$ cat src/rtl/queue_fifo.sv
`default_nettype none
// ============================================================================
// Module   : queue_fifo
// Purpose  : Circular-buffer FIFO with registered read data, occupancy count,
//            full/empty flags and sticky overflow/underflow flags.
//            Optional macro QUEUE_SNAPSHOT_EN adds a dequeue-order debug view.
// Revision : 1.0 - initial release
// ============================================================================
module queue_fifo #(
   parameter int WIDTH = 4,
   parameter int DEPTH = 4,
   localparam int CW   = $clog2(DEPTH + 1)
) (
   input  logic             clk,
   input  logic             rst,
   input  logic             push,
   input  logic             pop,
   input  logic [WIDTH-1:0] din,
   output logic [WIDTH-1:0] dout,
   output logic             dout_valid,
   output logic [CW-1:0]    count,
   output logic             full,
   output logic             empty,
   output logic             overflow,
   output logic             underflow
`ifdef QUEUE_SNAPSHOT_EN
   ,
   output logic [DEPTH*WIDTH-1:0] snapshot
`endif
);

   localparam int AW = $clog2(DEPTH);
   localparam logic [CW-1:0] C_DEPTH = CW'(DEPTH);

   logic [WIDTH-1:0] r_mem [DEPTH];
   logic [AW-1:0]    r_wr_ptr;
   logic [AW-1:0]    r_rd_ptr;
   logic             w_pop_ok;
   logic             w_push_ok;
   logic [CW-1:0]    w_count_nxt;

   // A full queue still accepts a push when a pop frees the head slot this cycle.
   assign w_pop_ok    = pop && (count != '0);
   assign w_push_ok   = push && ((count != C_DEPTH) || w_pop_ok);
   assign w_count_nxt = count + CW'(w_push_ok) - CW'(w_pop_ok);

   always_ff @(posedge clk) begin
      if (w_push_ok && !rst) begin
         r_mem[r_wr_ptr] <= din;
      end
   end

   always_ff @(posedge clk) begin
      if (rst) begin
         r_wr_ptr   <= '0;
         r_rd_ptr   <= '0;
         count      <= '0;
         full       <= 1'b0;
         empty      <= 1'b1;
         dout       <= '0;
         dout_valid <= 1'b0;
         overflow   <= 1'b0;
         underflow  <= 1'b0;
      end else begin
         if (w_push_ok) begin
            r_wr_ptr <= r_wr_ptr + 1'b1;
         end
         if (w_pop_ok) begin
            dout     <= r_mem[r_rd_ptr];
            r_rd_ptr <= r_rd_ptr + 1'b1;
         end
         dout_valid <= w_pop_ok;
         count      <= w_count_nxt;
         full       <= (w_count_nxt == C_DEPTH);
         empty      <= (w_count_nxt == '0);
         if (push && !w_push_ok) begin
            overflow <= 1'b1;
         end
         if (pop && !w_pop_ok) begin
            underflow <= 1'b1;
         end
      end
   end

`ifdef QUEUE_SNAPSHOT_EN
   // Slot k shows the k-th word to be dequeued; unused slots read as zero.
   for (genvar k = 0; k < DEPTH; k++) begin : g_snap
      logic [AW-1:0] w_idx;
      assign w_idx = r_rd_ptr + AW'(k);
      assign snapshot[k*WIDTH +: WIDTH] = (CW'(k) < count) ? r_mem[w_idx] : '0;
   end
`endif

endmodule
`default_nettype wire

$ cat config.mk
export PLATFORM = sky130hd
export DESIGN_NAME = queue_fifo
export DESIGN_NICKNAME = d
export VERILOG_FILES = /design/src/rtl/queue_fifo.sv
export SDC_FILE = /design/constraint.sdc
export NUM_CORES = 1
export LEC_CHECK = 0
export ABC_AREA = 1
export ABC_CLOCK_PERIOD_IN_PS = 1700
export CELL_PAD_IN_SITES_DETAIL_PLACEMENT = 1
export CELL_PAD_IN_SITES_GLOBAL_PLACEMENT = 1
export CORE_MARGIN = 2
export CORE_UTILIZATION = 41
export CTS_BUF_LIST = sky130_fd_sc_hd__clkbuf_4 sky130_fd_sc_hd__clkbuf_8 sky130_fd_sc_hd__clkbuf_16
export CTS_CLUSTER_DIAMETER = 40
export DETAILED_ROUTE_END_ITERATION = 7
export DONT_BUFFER_PORTS = 1
export MAX_ROUTING_LAYER = met4
export PLACE_DENSITY = 0.76
export SYNTH_ARGS = -nofsm -noshare
export SYNTH_HDL_FRONTEND = slang
export SYNTH_SLANG_ARGS = --single-unit
export TNS_END_PERCENT = 30
$ cat constraint.sdc
create_clock -name clk -period 1.7 [get_ports clk]
set_input_delay 0.085 -clock clk [delete_from_list [all_inputs] [get_ports clk]]
set_output_delay 0.085 -clock clk [all_outputs]
set_load 0.1 [all_outputs]
# After elaboration in Yosys (flattened, before gate mapping)
# Memory sizes are Yosys's and may differ from the RTL's. A register that Yosys moved wholly into a read port is not among the register bits.
# Index checks and enable logic that the tools add are counted.
[totals] ff_bits=12 ramBits=16 inputBits=8 out_inout_bits=12 word_cells=28 memories=1
[classes] addsub=4 n_eq_ne=2 muxes=2 n_reduce_logical=11
[mem_list] name="r_mem" depth=4 width=4 read_ports=1 rd_clocked_by_memory_dff=1 write_ports=1 line_no="35" text="logic [WIDTH-1:0] r_mem [DEPTH];"
[op_table] op="logical AND 1 bit" count=5
[op_table] op="adder 2 x 1 -> 2 bit, second input constant" count=2
[op_table] op="adder 3 x 1 -> 3 bit" count=1
[op_table] op="== test 3 bit, second input constant" count=1
[op_table] op="logical NOT 1 bit" count=3
[op_table] op="logical NOT 3 bit" count=1
[op_table] op="!= test 3 bit, second input constant" count=1
[op_table] op="nonzero test 3 bit" count=1
[op_table] op="subtractor 3 x 1 -> 3 bit" count=1
[op_table] op="2-to-1 mux 1 bit" count=2
[op_table] op="logical OR 1 bit" count=1

# Longest topological paths before layout
# Gate-level depths: netlist of the first run.
[logic_depth] depth_word=7 ltp_mapped=14 mapped_depth_nobuf=13

# Least setup slack after synthesis of the first run
# No wires, ideal clock.
[synth_timing] path_kind="flip-flop to flip-flop" startpoint="register count[2]" endpoint="register empty" setup_time_ns=0.074 arrival_ns=2.530 path_slack_ns=-0.904 stages_incl_launch_ff=11 synth_period_minus_slack_ns=2.604 cell_sequence="dfxtp_1 inv_1 nand2_4 nand2_4 buf_8 o21ai_1 ha_1 inv_1 fa_1 nand2_1 o21ai_0"
[synth_via] elab_chain_len=7 elab_cells_between_ends=8 classes_between="add/sub (2); eq/ne (1); reduce/logical (5)"
[synth_rtl] item="start, declared" line_no="21" text="output logic [CW-1:0] count,"
[synth_rtl] item="start signal, assigned" line_no="73" text="count <= w_count_nxt;"
[synth_rtl] item="nonzero test 3 bit" line_no="43" text="assign w_pop_ok = pop && (count != '0);"
[synth_rtl] item="logical AND 1 bit" line_no="43"
[synth_rtl] item="logical OR 1 bit" line_no="44" text="assign w_push_ok = push && ((count != C_DEPTH) || w_pop_ok);"
[synth_rtl] item="logical AND 1 bit" line_no="44"
[synth_rtl] item="adder 3 x 1 -> 3 bit" line_no="45" text="assign w_count_nxt = count + CW'(w_push_ok) - CW'(w_pop_ok);"
[synth_rtl] item="subtractor 3 x 1 -> 3 bit (*)" line_no="45"
[synth_rtl] item="logical NOT 3 bit (*)" line_no="75" text="empty <= (w_count_nxt == '0);"
[synth_rtl] item="end signal, assigned" line_no="75"
[synth_rtl] item="end, declared" line_no="23" text="output logic empty,"
# Every way passes the cells marked *; elsewhere a longest branch is shown, timed or not.
# A chain may end at the register's enable or synchronous reset.

# Worst setup path in the final report of the first run
[layout_timing] startpoint="register count[0]" endpoint="register full"
[layout_via] elab_chain_len=7 elab_cells_between_ends=8 classes_between="add/sub (2); eq/ne (2); reduce/logical (4)"
[layout_rtl] item="nonzero test 3 bit" line_no="43"
[layout_rtl] item="logical AND 1 bit" line_no="43"
[layout_rtl] item="logical OR 1 bit" line_no="44"
[layout_rtl] item="logical AND 1 bit" line_no="44"
[layout_rtl] item="adder 3 x 1 -> 3 bit" line_no="45"
[layout_rtl] item="subtractor 3 x 1 -> 3 bit (*)" line_no="45"
[layout_rtl] item="== test 3 bit (*)" line_no="74" text="full <= (w_count_nxt == C_DEPTH);"
[layout_rtl] item="end signal, assigned" line_no="74"
[layout_rtl] item="end, declared" line_no="22" text="output logic full,"
# Marks and branches as above.

==> results of run 1 <==
[how the worst min path moves through the flow]
stage | startpoint | to | slack, ns | cells past startpoint
2_1_floorplan | rst | r_rd_ptr[0]$_SDFFE_PP0N_ | 0.15 | 1
3_3_place_gp | rst | r_rd_ptr[1]$_SDFFE_PP0N_ | 0.15 | 1
3_5_place_dp | rst | count[0]$_SDFF_PP0_ | 0.15 | 1
4_1_cts | pop | underflow$_SDFFE_PP0P_ | 0.02 | 3
5_1_grt | pop | underflow$_SDFFE_PP0P_ | 0.06 | 3
6_report | pop | underflow$_SDFFE_PP0P_ | 0.04 | 3
[per-layer routing]
layer	wire length, um	part of all wire [%]	vias up
li1	-	-	574
met1	1350	41	548
met2	1745	52	22
met3	160	4.8	7
met4	73	2.2	0
met5	0	0	-
[per-stage QoR]
step	setup WS (ns)	area [um2]	power, mW	cells	util, %
final	-0.1188	1823	3.302	247	53.78
after global routing	-0.2414	1823	3.517	247	53.78
after CTS	-0.08645	1782	3.183	245	52.57
after detailed placement	-0.05122	1633	2.688	228	48.17
after global placement	-0.004586	1633	2.628	228	48.17
after floorplan	-0.2606	1483	2.366	169	-
[sequential cells by signal, indices dropped and copies added, names as in the netlist]
register	cells
count	3
dout	4
dout_valid	1
empty	1
full	1
overflow	1
r_mem	16
r_rd_ptr	2
r_wr_ptr	2
underflow	1
[area by class of cell]
class	instances	area, um2
Fill cell	409	1567
Sequential cell	32	813.3
Multi-Input combinational cell	96	524.3
Timing Repair Buffer	27	225.2
Inverter	38	146.4
Tap cell	46	57.56
Clock buffer	7	52.55
Clock inverter	1	3.754
[cell usage in the layout, fill, tap and decap left out, types with 4 or more instances in the layout]
master	netlist	layout
nand3_1	15	14
buf_4	1	18
clkbuf_4	0	7
nor2_1	20	20
nand2_1	40	36
inv_1	36	33
inv_2	1	4
ha_1	5	4
dlygate4sd3_1	0	9
nand2_2	1	5
edfxtp_1	16	16
dfxtp_1	16	12
[power groups by stage]
stage                     clock network [mW]  registers (mW)  logic [mW]
after floorplan                            0            1.77       0.597
after global placement                     0            1.06        1.57
after detailed placement                   0            1.07        1.61
after CTS                              0.461            1.06        1.66
after global routing                   0.497            1.08        1.94
final                                  0.446            1.07        1.79
[cell families after synthesis]
| kind of cell | Yosys count | synth area share [%] |
|---|---|---|
| simple gates | 82 | 25.00 |
| buf+inv | 41 | 11.56 |
| flops | 32 | 54.42 |
| compound gates | 8 | 3.401 |
| fa+ha+maj | 6 | 5.612 |
[repair_timing]
action,CTS,global route
endpoints found under the hold margin,32,0
resized for setup,2,11
setup endpoints to repair,3,6
buffers inserted,0,2
hold buffers,9,0
pin swaps,1,9
[tightest hold or removal path, cell delays in order]
cell    delay, ns
inv_1        0.05
nor2_1       0.11
o21a_1       0.11
==> flow_summary.yaml, run 1 <==
worst_setup_path:
  ff2ff_path_depth: 13
  rrSetupSlack_ns: -0.12
  path_depth: 13
  critical-path-max-stage-delay_ns: 0.37
  startpoint: "count[0]$_SDFF_PP0_"
  setup.worst_path.end_class: "flip-flop"
  path_max_fanout: 4
  critPathCapture: "full$_SDFF_PP0_"
  slowest_stage: "dfxtp_4"
  arrival_ns: 2.10
  path_common_cell: "nand2_2"
  critPathTopFamily: "simple AND/OR/NAND/NOR gates"
  crit_chain: "nor2_4, nand2_4, nand2_4, nand3_2, o21ai_1, ha_2, inv_2, fa_2, inv_2, nand2_2, nand2_2, nand2_2, nor2_1"
  rr_endpoint: "full$_SDFF_PP0_"
  r2r-start: "count[0]$_SDFF_PP0_"
  worstPathRequired_ns: 1.98
  path_buf_inv: 2
  worstSetupStartpointType: "flip-flop"
  critPathKind: "reg2reg"
floorplanning:
  row_count: 21
  die_w_um: 63.91
  die_area_um2: 4084
  ios: 20
  initial_core_util_pct: 43.41
  die_y_um: 63.91
  core-area_um2: 3390
logic_synthesis:
  synth_top_area_share_pct: 32.65
  synthTopCellsByArea: "edfxtp_1 (33%), dfxtp_1 (22%), nand2_1 (10%), inv_1 (9.2%), nand3_1 (5.1%)"
  yosysMostFrequentCell: "nand2_1"
  ys_warn_count: 0
  syn_area_um2: 1471
  synth_ff_type: "edfxtp_1"
  seq_area_frac_synth_pct: 54.42
  ys_seq_elements: 32
  synth_edf_count: 16
  synthArstFlopShare_pct: 0
  syn_area_per_cell_um2: 8.707
  syn_inst: 169
  synth.distinct_cells: 23
  yosysTopAreaCell: "edfxtp_1"
  synth_common_cells: "nand2_1 (40), inv_1 (36), nor2_1 (20), dfxtp_1 (16), edfxtp_1 (16)"
  synth_fp_nets: 183
clocking:
  clk_pin_slew_ns: 0.09
  cts_num_sinks: 32
  tritoncts: "built"
  clk_latency_ns: 0.34
  cts_buffers: 5
  clockBufferDepth: 2
  cts_root_buf: "clkbuf_4"
  h-tree-depth: 2
sta:
  fmax_mhz: 549.8
  post-route-period-util_pct: 107.0
  timing.hold.ws_ns: 0.03856
  layout_min_cycle_time_ns: 1.819
  rsz0062_at_grt: "true"
  final-setup-viol-count: 4
  worst_slew_pin_slew_ns: 0.3954
  slew_viol_final: 0
  clock_skew_ns: 0.01189
  relSlewSlack_pct: 73.54
  setup_tns_ns: -0.3791
  hold_viol: 0
  worst_slack_ns: -0.1188
route:
  vias: 1151
  drt_iter0_drc: 64
  drt_first_pass_iters: 4
  antenna_left: 0
  drcViolationCount: 0
  viasPerCell: 4.660
  finalWirelength_um: 3330
  wl_per_cell_um: 13.48
global_route:
  grt_max_degree: 12
  gr-usage-met3_pct: 6.162
  grt_overflow_total: 0
  antenna_found_initial: 0
  grt_use_total_pct: 18.35
  grt_first_pass_wirelength_um: 5451
  met1_usage_pct: 21.04
  top_usage_layer: "met2"
  grt_use_met2_pct: 29.17
  grt_pass1_vias: 1176
power:
  powerDensity_nw_per_um2: 1811
  p_leak_nw: 0.8484
  p_seq_share_pct: 32.3
  p_int_mw: 1.660
  irDropWorstVdd_uv: 586.1
  sw_frac_of_total_pct: 49.73
  comb_power_share_pct: 54.2
  power_switching_mw: 1.642
  clkPwrFrac_pct: 13.5
finish:
  area_growth_pct: 23.89
  diodes: 0
  drive_above_1_share_pct: 24.88
  nets: 214
run_status:
  violations: "setup timing"
  status: "complete, but fails checks"
flow_run:
  max-cap-violations: 0
place:
  place.gp.congestion: 0.8100
  numPortBuffers: 0
  dp_hpwl_um: 2315
min_path:
  hold_path_class: "in2reg"
No activity file was read; power rests on OpenSTA's default activity.
==> inputs of run 2 (changes only) <==
--- a/config.mk
+++ b/config.mk
@@ -12,9 +12,10 @@
 export CORE_MARGIN = 2
 export CORE_UTILIZATION = 41
 export CTS_BUF_LIST = sky130_fd_sc_hd__clkbuf_4 sky130_fd_sc_hd__clkbuf_8 sky130_fd_sc_hd__clkbuf_16
-export CTS_CLUSTER_DIAMETER = 40
+export CTS_CLUSTER_DIAMETER = 60
 export DETAILED_ROUTE_END_ITERATION = 7
 export DONT_BUFFER_PORTS = 1
+export GPL_TIMING_DRIVEN = 0
 export MAX_ROUTING_LAYER = met4
 export PLACE_DENSITY = 0.76
 export SYNTH_ARGS = -nofsm -noshare
==> constraint.sdc (replaced) <==
create_clock -name clk -period 1.7 [get_ports clk]
set_input_delay 0.085 -clock clk [delete_from_list [all_inputs] [get_ports clk]]
set_output_delay 0.085 -clock clk [all_outputs]
set_load 0.05 [all_outputs]
==> run 2 against run 1 <==
Effect of this change: the flow still finishes with violations (setup timing); die area did not move; cell area is 4.9% lower; combinational power down 48%; fmax decreased by 5.7%; non-clock buffer count down 13; sequential power rose by 34%; largest power group is now sequential cells; worst setup slack got worse by 0.11 ns.
==> flow_summary.yaml, run 2 (synthesized netlist as in run 1, its figures left out) <==
place:
  place.gp.congestion: 0.8136
  dp_worst_setup_slack_ns: -0.3606
  numPortBuffers: 0
  dp_hpwl_um: 2196
route:
  wl_per_cell_um: 13.86
  drcViolationCount: 0
  drt_first_pass_iters: 4
  antenna_left: 0
  viasPerCell: 4.825
  finalWirelength_um: 3244
  drt_iter0_drc: 32
  vias: 1129
worst_setup_path:
  path_common_cell: "o21ai_1"
  worstSetupStartpointType: "flip-flop"
  path_buf_inv: 1
  slowest_stage: "fa_2"
  path_depth: 10
  ff2ff_path_depth: 10
  setup.worst_path.end_class: "flip-flop"
  worstPathRequired_ns: 1.96
  path_max_fanout: 3
  critPathTopFamily: "adder cells"
  crit_chain: "nor2_4, nand2_4, nand2_8, nand3_2, o21ai_1, ha_2, inv_2, fa_2, nand2_2, o21ai_1"
  critical-path-max-stage-delay_ns: 0.54
  critPathKind: "reg2reg"
  arrival_ns: 2.19
power:
  p_leak_nw: 0.7791
  powerDensity_nw_per_um2: 1614
  comb_power_share_pct: 33.6
  p_seq_share_pct: 51.0
  irDropWorstVdd_uv: 719.5
  clkPwrFrac_pct: 15.4
  sw_frac_of_total_pct: 44.86
  power_switching_mw: 1.256
  p_int_mw: 1.544
sta:
  hold_viol: 0
  post-route-period-util_pct: 113.4
  slew_viol_final: 0
  timing.hold.ws_ns: 0.05846
  worst_slack_ns: -0.2279
  layout_min_cycle_time_ns: 1.928
  worst_slew_pin_slew_ns: 0.5276
  rsz0062_at_grt: "true"
  setup_tns_ns: -2.589
  fmax_mhz: 518.7
  clock_skew_ns: 0.005563
  final-setup-viol-count: 20
  relSlewSlack_pct: 64.78
run_status:
  status: "complete, but fails checks"
  violations: "setup timing"
finish:
  diodes: 0
  top_regs: "r_mem: 16 flops, dout: 4 flops, count: 3 flops"
  layout_common_cells: "nand2_1 (39), inv_1 (33), nor2_1 (16), edfxtp_1 (16), nand3_1 (14)"
  regMostFlops: "r_mem"
  area_growth_pct: 17.86
  final_core_util_pct: 51.16
  largest_reg_flops: 16
  drive_above_1_share_pct: 20.21
  final_common_cell: "nand2_1"
  nets: 201
floorplanning:
  die_area_um2: 4084
  die_y_um: 63.91
  die_w_um: 63.91
  row_count: 21
  ios: 20
  core-area_um2: 3390
  initial_core_util_pct: 43.41
clocking:
  h-tree-depth: 2
  cts_num_sinks: 32
  clk_latency_ns: 0.33
  cts_root_buf: "clkbuf_4"
  tritoncts: "built"
  clk_pin_slew_ns: 0.09
  clockBufferDepth: 2
  cts_buffers: 5
global_route:
  antenna_found_initial: 0
  grt_overflow_total: 0
  grt_first_pass_wirelength_um: 5375
  grt_pass1_vias: 1205
  grt_max_degree: 13
  grt_use_total_pct: 18.07
min_path:
  min_path_cells: 3
  hold_path_class: "in2reg"
flow_run:
  max-cap-violations: 0
-- run 2: cell types whose count changed in the layout (fill, tap and decap cells not counted), moves of 3 or more --
cell	change
nand2_2	-3
nor2_2	+3
buf_4	-12
dlygate4sd3_1	-3
nor2_1	-4
nand2_1	+3
-- run 2: power by group through the flow --
stage	clock, mW	combinational, mW	sequential (mW)
after global routing	0.465	1.05	1.44
after global placement	0	0.687	1.43
after floorplan	0	0.596	1.41
after detailed placement	0	0.727	1.44
final	0.433	0.939	1.43
after CTS	0.445	0.889	1.43
-- run 2: layout make-up --
| cell class | instances | area, um2 |
|---|---|---|
| clock buffer | 7 | 52.55 |
| buffer | 2 | 12.51 |
| sequential | 32 | 812.0 |
| fill | 396 | 1655 |
| inverter | 38 | 142.6 |
| timing repair buffer | 12 | 108.9 |
| clock inverter | 1 | 3.754 |
| multi-input combinational | 96 | 544.3 |
| tap | 46 | 57.56 |
-- run 2: path summary, 6_finish.rpt --
path	from	end	slack (ns)
max	count[0]$_SDFF_PP0_	empty$_SDFF_PP1_	-0.23
min	pop	overflow$_SDFFE_PP0P_	0.06
max reg2reg	count[0]$_SDFF_PP0_	empty$_SDFF_PP1_	-0.23
min reg2reg	r_wr_ptr[1]$_SDFFE_PP0P_	r_wr_ptr[1]$_SDFFE_PP0P_	0.56
-- run 2: worst register-to-register path, stage by stage, from the launching register on --
cell	delay [ns]
dfxtp_4	0.42
nor2_4	0.17
nand2_4	0.09
nand2_8	0.07
nand3_2	0.07
o21ai_1	0.08
ha_2	0.20
inv_2	0.04
fa_2	0.54
nand2_2	0.07
o21ai_1	0.11
-- run 2: routing by layer --
layer / up-vias / routed length (um) / share of wire [%] / track usage [%]
met3: 8 / 175 / 5.4 / 5.282
li1: 555 / - / - / -
met2: 30 / 1716 / 53 / 32.16
met4: 0 / 73 / 2.3 / 8.152
met1: 536 / 1278 / 39 / 18.18
met5: - / 0 / 0 / -
-- run 2: per-stage QoR --
step | instance area [um2] | instances | power, mW
global route | 1734 | 234 | 2.962
global placement | 1540 | 215 | 2.117
finish | 1734 | 234 | 2.799
detailed placement | 1540 | 215 | 2.168
CTS | 1722 | 233 | 2.761
floorplan | 1483 | 169 | 2.002
-- run 2: what timing repair did --
item | 4_1_cts | 5_1_grt
pin swaps | 6 | 8
gates cloned | 0 | 0
gates resized for setup | 14 | 2
hold endpoints to repair | 30 | 0
hold buffers | 6 | 0
buffers inserted | 5 | 1
setup endpoints to repair | 4 | 20
==> inputs of run 3 (changes only) <==
--- a/config.mk
+++ b/config.mk
@@ -10,14 +10,14 @@
 export CELL_PAD_IN_SITES_DETAIL_PLACEMENT = 1
 export CELL_PAD_IN_SITES_GLOBAL_PLACEMENT = 1
 export CORE_MARGIN = 2
-export CORE_UTILIZATION = 41
+export CORE_UTILIZATION = 30
 export CTS_BUF_LIST = sky130_fd_sc_hd__clkbuf_4 sky130_fd_sc_hd__clkbuf_8 sky130_fd_sc_hd__clkbuf_16
 export CTS_CLUSTER_DIAMETER = 60
 export DETAILED_ROUTE_END_ITERATION = 7
 export DONT_BUFFER_PORTS = 1
 export GPL_TIMING_DRIVEN = 0
 export MAX_ROUTING_LAYER = met4
-export PLACE_DENSITY = 0.76
+export PLACE_DENSITY = 0.6
 export SYNTH_ARGS = -nofsm -noshare
 export SYNTH_HDL_FRONTEND = slang
 export SYNTH_SLANG_ARGS = --single-unit
==> run 3 against run 2 <==
Effect of this change: the run ends with hold timing, setup timing left; fmax increased by 4.7%; core utilization is 13 points lower; die area grew 34%; first-iteration DRC count is 47% higher; power is 6.7% higher; sequential power about the same; sequential share of layout area fell by 2.3 points; via count down 6.2%; critical path type unchanged; critical endpoint unchanged; largest power group unchanged.
==> flow_summary.yaml, run 3 (synthesized netlist as in run 1, its figures left out) <==
finish:
  nets: 201
  largest_reg_flops: 16
  top_regs: "r_mem: 16 flops, dout: 4 flops, count: 3 flops"
  diodes: 0
  post-route-cell-area_um2: 1823
  area_growth_pct: 23.89
  layout_common_cells: "nand2_1 (37), inv_1 (34), nor2_1 (16), edfxtp_1 (16)"
  regMostFlops: "r_mem"
  final.fill_count: 554
  drive_above_1_share_pct: 22.34
  final_common_cell: "nand2_1"
route:
  wl_per_cell_um: 11.72
  drt_iter0_drc: 47
  viasPerCell: 4.153
  drcViolationCount: 0
  vias: 1059
  antenna_left: 0
  finalWirelength_um: 2989
  drt_first_pass_iters: 4
global_route:
  grt_first_pass_wirelength_um: 4933
  gr-usage-met3_pct: 3.659
  antenna_found_initial: 0
  grt_use_met2_pct: 22.02
  top_usage_layer: "met2"
  grt_use_total_pct: 12.55
  met1_usage_pct: 13.24
  grt_overflow_total: 0
  grt_pass1_vias: 1089
  grt_max_degree: 13
worst_setup_path:
  arrival_ns: 2.05
  slowest_stage: "fa_2"
  r2r-start: "count[1]$_SDFF_PP0_"
  setup.worst_path.end_class: "flip-flop"
  path_buf_inv: 2
  worstPathRequired_ns: 1.91
  critical-path-max-stage-delay_ns: 0.53
  path_max_fanout: 5
  rr_endpoint: "empty$_SDFF_PP1_"
  worstSetupStartpointType: "flip-flop"
  critPathKind: "reg2reg"
  rrSetupSlack_ns: -0.14
  crit_chain: "nor2_4, buf_6, nand3_4, nand3_4, o21ai_2, ha_2, inv_2, fa_2, nand2_2, o21ai_2"
  ff2ff_path_depth: 10
  critPathTopFamily: "adder cells"
sta:
  rsz0062_at_grt: "true"
  worst_slack_ns: -0.1419
  layout_min_cycle_time_ns: 1.842
  slew_viol_final: 0
  final-setup-viol-count: 20
  post-route-period-util_pct: 108.3
  timing.hold.ws_ns: -0.001265
  relSlewSlack_pct: 65.86
  hold_viol: 1
  fmax_mhz: 542.9
  worst_slew_pin_slew_ns: 0.5113
  clock_skew_ns: 0.004015
floorplanning:
  core-area_um2: 4723
  die_area_um2: 5481
  row_count: 25
  die_y_um: 74.04
  die_w_um: 74.04
  initial_core_util_pct: 31.15
  ios: 20
clocking:
  tritoncts: "built"
  cts_num_sinks: 32
  clk_latency_ns: 0.27
  cts_buffers: 5
  clk_pin_slew_ns: 0.06
  clockBufferDepth: 2
  cts_root_buf: "clkbuf_8"
  h-tree-depth: 2
power:
  p_int_mw: 1.716
  power_switching_mw: 1.270
  irDropWorstVdd_uv: 476.1
  clkPwrFrac_pct: 20.1
  sw_frac_of_total_pct: 42.54
  p_seq_share_pct: 47.6
  powerDensity_nw_per_um2: 1638
  p_leak_nw: 0.7999
  comb_power_share_pct: 32.3
place:
  dp_hpwl_um: 2183
  place_area_um2: 1567
  numPortBuffers: 0
  dp_worst_setup_slack_ns: -0.3680
  place.gp.congestion: 0.7789
min_path:
  hold_path_class: "in2reg"
  holdPathEnd: "empty$_SDFF_PP1_"
  hold_start: "rst"
  min_path_cells: 2
flow_run:
  max-cap-violations: 0
run_status:
  violations: "hold timing, setup timing"
  status: "complete, but fails checks"
-- run 3: repair_timing --
item,CTS,global route
pin swaps,6,5
hold buffers,6,0
setup endpoints to repair,4,20
hold endpoints to repair,22,0
buffers inserted,5,1
resized for setup,14,7
-- run 3: worst max path at each step --
stage | slack [ns] | end | start | cells after the start
4_1_cts | -0.21 | empty$_SDFF_PP1_ | count[1]$_SDFF_PP0_ | 10
3_3_place_gp | -0.34 | empty$_SDFF_PP1_ | count[0]$_SDFF_PP0_ | 11
6_report | -0.14 | empty$_SDFF_PP1_ | count[1]$_SDFF_PP0_ | 10
2_1_floorplan | -0.19 | empty$_SDFF_PP1_ | count[0]$_SDFF_PP0_ | 11
3_5_place_dp | -0.37 | empty$_SDFF_PP1_ | count[0]$_SDFF_PP0_ | 11
5_1_grt | -0.23 | empty$_SDFF_PP1_ | count[1]$_SDFF_PP0_ | 10
-- run 3: layout make-up --
cell class | instances | area (um2) | area share, %
clock inverter | 1 | 3.754 | 0.2059
buffer | 2 | 12.51 | 0.6863
inverter | 38 | 142.6 | 7.824
tap | 67 | 83.83 | 4.598
clock buffer | 7 | 90.09 | 4.942
multi-input combinational | 96 | 569.3 | 31.23
sequential | 32 | 812.0 | 44.54
timing repair buffer | 12 | 108.9 | 5.971
-- run 3: per-layer routing --
metal,wire (um),part of all wire (%)
met2,1590,53
met3,76,2.5
met5,0,0
met4,41,1.4
met1,1281,43
-- run 3: power by group through the flow --
stage / sequential [mW] / combinational, mW / clock (mW)
6_report: 1.42 / 0.964 / 0.599
5_1_grt: 1.44 / 1.09 / 0.649
4_1_cts: 1.43 / 0.885 / 0.617
3_5_place_dp: 1.44 / 0.728 / 0
3_3_place_gp: 1.43 / 0.700 / 0
2_1_floorplan: 1.41 / 0.596 / 0
-- run 3: per-stage QoR --
| stage | util [%] | power, mW | hold WS (ns) | cells | setup TNS [ns] |
|---|---|---|---|---|---|
| floorplan | - | 2.002 | 0.1474 | 169 | -0.5968 |
| global placement | 33.17 | 2.134 | 0.1489 | 236 | -1.094 |
| detailed placement | 33.17 | 2.168 | 0.1494 | 236 | -1.195 |
| CTS | 37.80 | 2.931 | 0.01107 | 254 | -1.242 |
| global route | 38.60 | 3.187 | 0.01385 | 255 | -3.129 |
| finish | 38.60 | 2.986 | -0.001265 | 255 | -1.293 |
-- run 3: worst reg2reg max path: cells and delay by family (launching register included) --
| kind | cells | cell delay (ns) |
|---|---|---|
| adder cells (fa/ha/maj) | 2 | 0.71 |
| AO/OA/AOI/OAI | 2 | 0.16 |
| buffers and inverters | 2 | 0.16 |
| flip-flops | 1 | 0.48 |
| AND/OR/NAND/NOR | 4 | 0.26 |
